**config.mk**
```make
export PLATFORM = sky130hd
export DESIGN_NAME = cq_viola_timeout_ctr
export DESIGN_NICKNAME = d
export VERILOG_FILES = /design/src/rtl/cq_viola_timeout_ctr.sv
export SDC_FILE = /design/constraint.sdc
export NUM_CORES = 1
export LEC_CHECK = 0
export ABC_AREA = 1
export BUFFER_PORTS_ARGS = -buffer_cell sky130_fd_sc_hd__buf_2
export CAP_MARGIN = 30
export CORE_AREA = 2 2 39 41
export DETAILED_ROUTE_END_ITERATION = 10
export DIE_AREA = 0 0 41 43
export PLACE_DENSITY_LB_ADDON = 0.3
export SYNTH_ARGS = -nofsm -noshare
export SYNTH_HDL_FRONTEND = slang
export SYNTH_SLANG_ARGS = --single-unit
```
**constraint.sdc**
```tcl
create_clock -name clock -period 1.4 [get_ports clock]
set_clock_uncertainty 0.1 [all_clocks]
set_input_delay 0.07 -clock clock [delete_from_list [all_inputs] [get_ports clock]]
set_output_delay 0.07 -clock clock [all_outputs]
set_load 0.02 [all_outputs]
```
**src/rtl/cq_viola_timeout_ctr.sv**
```systemverilog
// Per-read watchdog: counts cycles while enabled and flags the last allowed
// cycle of a read window.
module cq_viola_timeout_ctr #(
  parameter int unsigned TIMEOUT = 256
) (
  input  logic clock,
  input  logic reset,
  input  logic clear,
  input  logic enable,
  output logic expired
);

  localparam int unsigned   CW   = $clog2(TIMEOUT) + 1;
  localparam logic [CW-1:0] LAST = CW'(TIMEOUT - 1);

  logic [CW-1:0] count_r;

  // Cycle counter; clear takes priority so a new read window starts at zero.
  always_ff @(posedge clock) begin
    if (reset) begin
      count_r <= {CW{1'b0}};
    end else if (clear) begin
      count_r <= {CW{1'b0}};
    end else if (enable) begin
      count_r <= count_r + {{(CW-1){1'b0}}, 1'b1};
    end else begin
      count_r <= count_r;
    end
  end

  assign expired = enable && (count_r == LAST);

endmodule

```
Yosys cells after proc, flatten, opt, wreduce, memory -nomap -nowiden
Index checks and enable logic that the tools add are counted.

Register bits: 9. Output and inout bits: 1. Word-level logic and storage cells: 5.

$add $sub $neg: 1. Equality and inequality tests: 1. Reduce and logical (&&, ||, !) cells: 2.

Operator list (count): $add 9x1->9 const B (1); $eq 9x8->1 const B (1); $reduce_or 2->1 (1); $logic_and 1x1->1 (1).

Depth between registers and ports, before layout
Word-level depth: 2. Depth in mapped cells: 8. Gate-level depth less buffers: 8.

Least setup slack after synthesis
No wires, ideal clock.

Path kind: flip-flop to flip-flop. From: register count_r[0]. To: register count_r[8]. Library setup time: 0.070 ns. Arrival time: 1.186 ns. Data required time: 1.230 ns. Path slack: 0.044 ns. Stages on the path, launching flop included: 8. Buffers on the path: 0. Clock period less this slack: 1.356 ns. Path through: dfxtp_1 ha_1 inv_1 nor2_2 nand3_1 nor2_1 ha_1 a21oi_1.

Cells in the longest elaborated chain, start to end: 1.

Ends and longest elaborated chain: start: declaration (line 16) `logic [CW-1:0] count_r;`; start signal: assignment (line 21) `count_r <= {CW{1'b0}};`; start signal: assignment (line 23) `count_r <= {CW{1'b0}};`; start signal: assignment (line 25) `count_r <= count_r + {{(CW-1){1'b0}}, 1'b1};`; $add 9x1->9 (line 25).

Every way passes these cells. A chain may end at the register's enable or synchronous reset.

Worst setup path in the final report
From: register count_r[0]. To: output port expired.

Cells in the longest elaborated chain, start to end: 2.

Ends and longest elaborated chain: $eq 9x8->1 (line 31) `assign expired = enable && (count_r == LAST);`; $logic_and 1x1->1 (line 31); end: declaration (line 10) `output logic expired`.

Every way passes these cells.

==> impl_metrics.py <==
metrics = {
    "detailed_routing": {
        "dr.first_iter.drc_count": 3,
        "routedWlPerCell_um": 9.033,
        "dr.pass1.iters": 4,
        "final_antenna_net_count": 0,
        "wirelength_um": 831,
        "drcViolationCount": 0,
        "vias_per_cell": 4.630,
        "vias": 426,
    },
    "floorplan": {
        "io_pins": 5,
        "die-width_um": 41,
        "dieHeight_um": 43,
        "std_cell_rows": 14,
        "initial_utilization_pct": 32.19,
        "dieArea_um2": 1763,
        "core_um2": 1384,
    },
    "global_route": {
        "grt_max_degree": 13,
        "grt_first_pass_wirelength_um": 1490,
        "grt_use_met2_pct": 15.63,
        "grt.total_usage_pct": 12.71,
        "antenna_found_initial": 0,
        "grt_util_met3_pct": 1.571,
        "grt_pass1_vias": 379,
        "grt_use_met1_pct": 17.97,
        "grt.overflow.total": 0,
        "top_usage_layer": "met1",
    },
    "sta": {
        "fmax_mhz": 623.2,
        "worst_pin_slew_ns": 0.3126,
        "slew_headroom_pct": 79.08,
        "grt_setup_unrepaired": "yes",
        "finalCriticalPeriod_ns": 1.605,
        "period_share_pct": 114.6,
        "setup_viol": 1,
        "worst_slack_ns": -0.2046,
        "hold_viol_final": 0,
        "whs_ns": 0.006007,
        "maxSlewViolCount": 0,
    },
    "power": {
        "ir_worst_vdd_mv": 0.4893,
        "power_leakage_nw": 0.2359,
        "power_density_nw_per_um2": 849.1,
        "seq_power_share_pct": 53.7,
        "p_comb_share_pct": 5.7,
        "p_int_uw": 381.6,
        "switching_share_pct": 22.09,
        "power.share.clock_pct": 40.6,
        "p_sw_uw": 108.2,
    },
    "layout": {
        "diodes": 0,
        "largest_reg_flops": 9,
        "regMostFlops": "count_r",
        "final_area_um2": 576.8,
        "final_common_cell": "nand2_1",
        "fin_util_pct": 41.68,
        "area_delta_synth_final_pct": 29.49,
        "final_nets": 83,
        "largestRegisters": "count_r: 9 flops",
        "final_cell_mix": "nand2_1, inv_1, buf_4",
        "drive_gt1_share_pct": 30.26,
    },
    "hold_path": {
        "hold_path_class": "in2reg",
    },
    "setup_path": {
        "endpoint_kind": "output pin",
        "cp_data_required_time_ns": 1.23,
        "worstPathArrival_ns": 1.43,
        "start_kind": "register",
        "cp_slowest_cell": "dfxtp_2",
        "max_stage_delay_ns": 0.35,
        "crit_chain": "ha_4 > inv_1 > nor2_2 > nand3_1 > nor2_1 > ha_1 > nand2_1 > inv_1 > buf_4",
        "path_buf_inv": 3,
        "cp_top_family": "flip-flops",
        "crit_fanout": 2,
        "cpMostUsedCell": "inv_1",
        "critical_path_class": "reg2out",
    },
    "yosys": {
        "synth.avg_cell_area_um2": 7.184,
        "synth-simple-area-share_pct": 32.02,
        "ys_seq_area_share_pct": 40.45,
        "yosys.area.top_type_share_pct": 40.45,
        "synthMuxAreaShare_pct": 0,
        "ys_warn_count": 0,
        "synthAdderAreaFrac_pct": 5.618,
        "synth_fp_nets": 68,
        "synth-compound-area-share_pct": 12.36,
        "ys_seq_elements": 9,
        "syn-instance-count": 62,
        "ys_types": 16,
        "synthTopCellsByArea": "dfxtp_1, nand2_1, a21oi_1",
        "syn-cell-area_um2": 445.4,
        "synth_top_family_by_area": "simple AND/OR/NAND/NOR gates",
        "synth_xor_area_share_pct": 0,
        "synth_top_area_cell": "dfxtp_1",
    },
    "cts": {
        "cts-root-buf": "clkbuf_4",
        "htree_levels": 1,
        "numCtsBuffers": 3,
        "cts_tree": "done",
        "clk-insertion-delay-late_ns": 0.26,
        "clockBufferDepth": 2,
        "clk_pin_slew_ns": 0.06,
        "cts.sinks": 9,
    },
    "placed_design": {
        "place_ws_ns": -0.03171,
        "place_area_um2": 518.0,
        "port_buffers": 4,
        "dp_hpwl_um": 610.1,
        "gp_congestion": 0.6979,
    },
    "flow_run": {
        "drv_cap": 0,
    },
    "run_status": {
        "violations": "negative setup slack",
        "outcome": "finished, violations left",
    },
}
[metal layers]
metal  vias up  wire [um]
met5         -          0
met4         0         28
met3         3          7
met2         6        388
met1       188        406
li1        229          -
[path summary, 6_finish.rpt]
kind                   start    endpoint  slack (ns)  cells after the start
hold reg to reg   count_r[3]  count_r[3]        0.38                      1
setup reg to reg  count_r[0]  count_r[8]        0.07                      7
hold / removal         reset  count_r[5]       0.006                      4
setup / recovery  count_r[0]     expired       -0.20                      9
[through the flow]
step	instances	power, mW	TNS, ns
2_1_floorplan	62	0.2824	0
3_3_place_gp	86	0.2930	-0.02377
3_5_place_dp	86	0.2942	-0.04077
4_1_cts	91	0.4995	-0.2356
5_1_grt	92	0.5251	-0.3225
6_report	92	0.4898	-0.2046
[kinds of logic after synthesis]
| logic type | after synthesis |
|---|---|
| simple gates | 29 |
| compound gates | 11 |
| buf+inv | 11 |
| flops | 9 |
| fa+ha+maj | 2 |
[layout make-up]
class	instances	area, um^2
multi-input cells	42	235.2
fillers	157	807.0
repair buffers	11	75.07
well taps	16	20.02
inverters	10	37.54
flip-flops and latches	9	182.7
clock buffers	4	26.28
[synth_stat cells (all sizes together)]
| master | n |
|---|---|
| dfxtp | 9 |
| nand3 | 4 |
| a21oi | 7 |
| inv | 10 |
| ha | 2 |
| nand4 | 2 |
| buf | 1 |
| o21ai | 4 |
| nor2 | 8 |
| nor3 | 3 |
| nand2 | 12 |
[power by group through the flow]
stage,logic [mW],clock network [mW],registers [mW]
after floorplan,0.0148,0,0.268
after global placement,0.0260,0,0.267
after detailed placement,0.0270,0,0.267
after CTS,0.0274,0.210,0.262
after global routing,0.0329,0.229,0.263
final,0.0277,0.199,0.263
[what timing repair did]
item                       4_1_cts  5_1_grt
gates resized for setup          4        1
pin swaps                        1        0
setup endpoints to repair        2        2
setup buffers                    1        1
hold buffers                     0        0
[worst reg2reg max path: cells and delay by family, from the launching register on]
family / cells / cell delay [ns]
adders and majority gates: 2 / 0.36
AOI/OAI and AO/OA: 1 / 0.13
and+or+nand+nor: 3 / 0.28
buffers and inverters: 1 / 0.04
DFF: 1 / 0.35
Power figures use the tool's default switching activity.
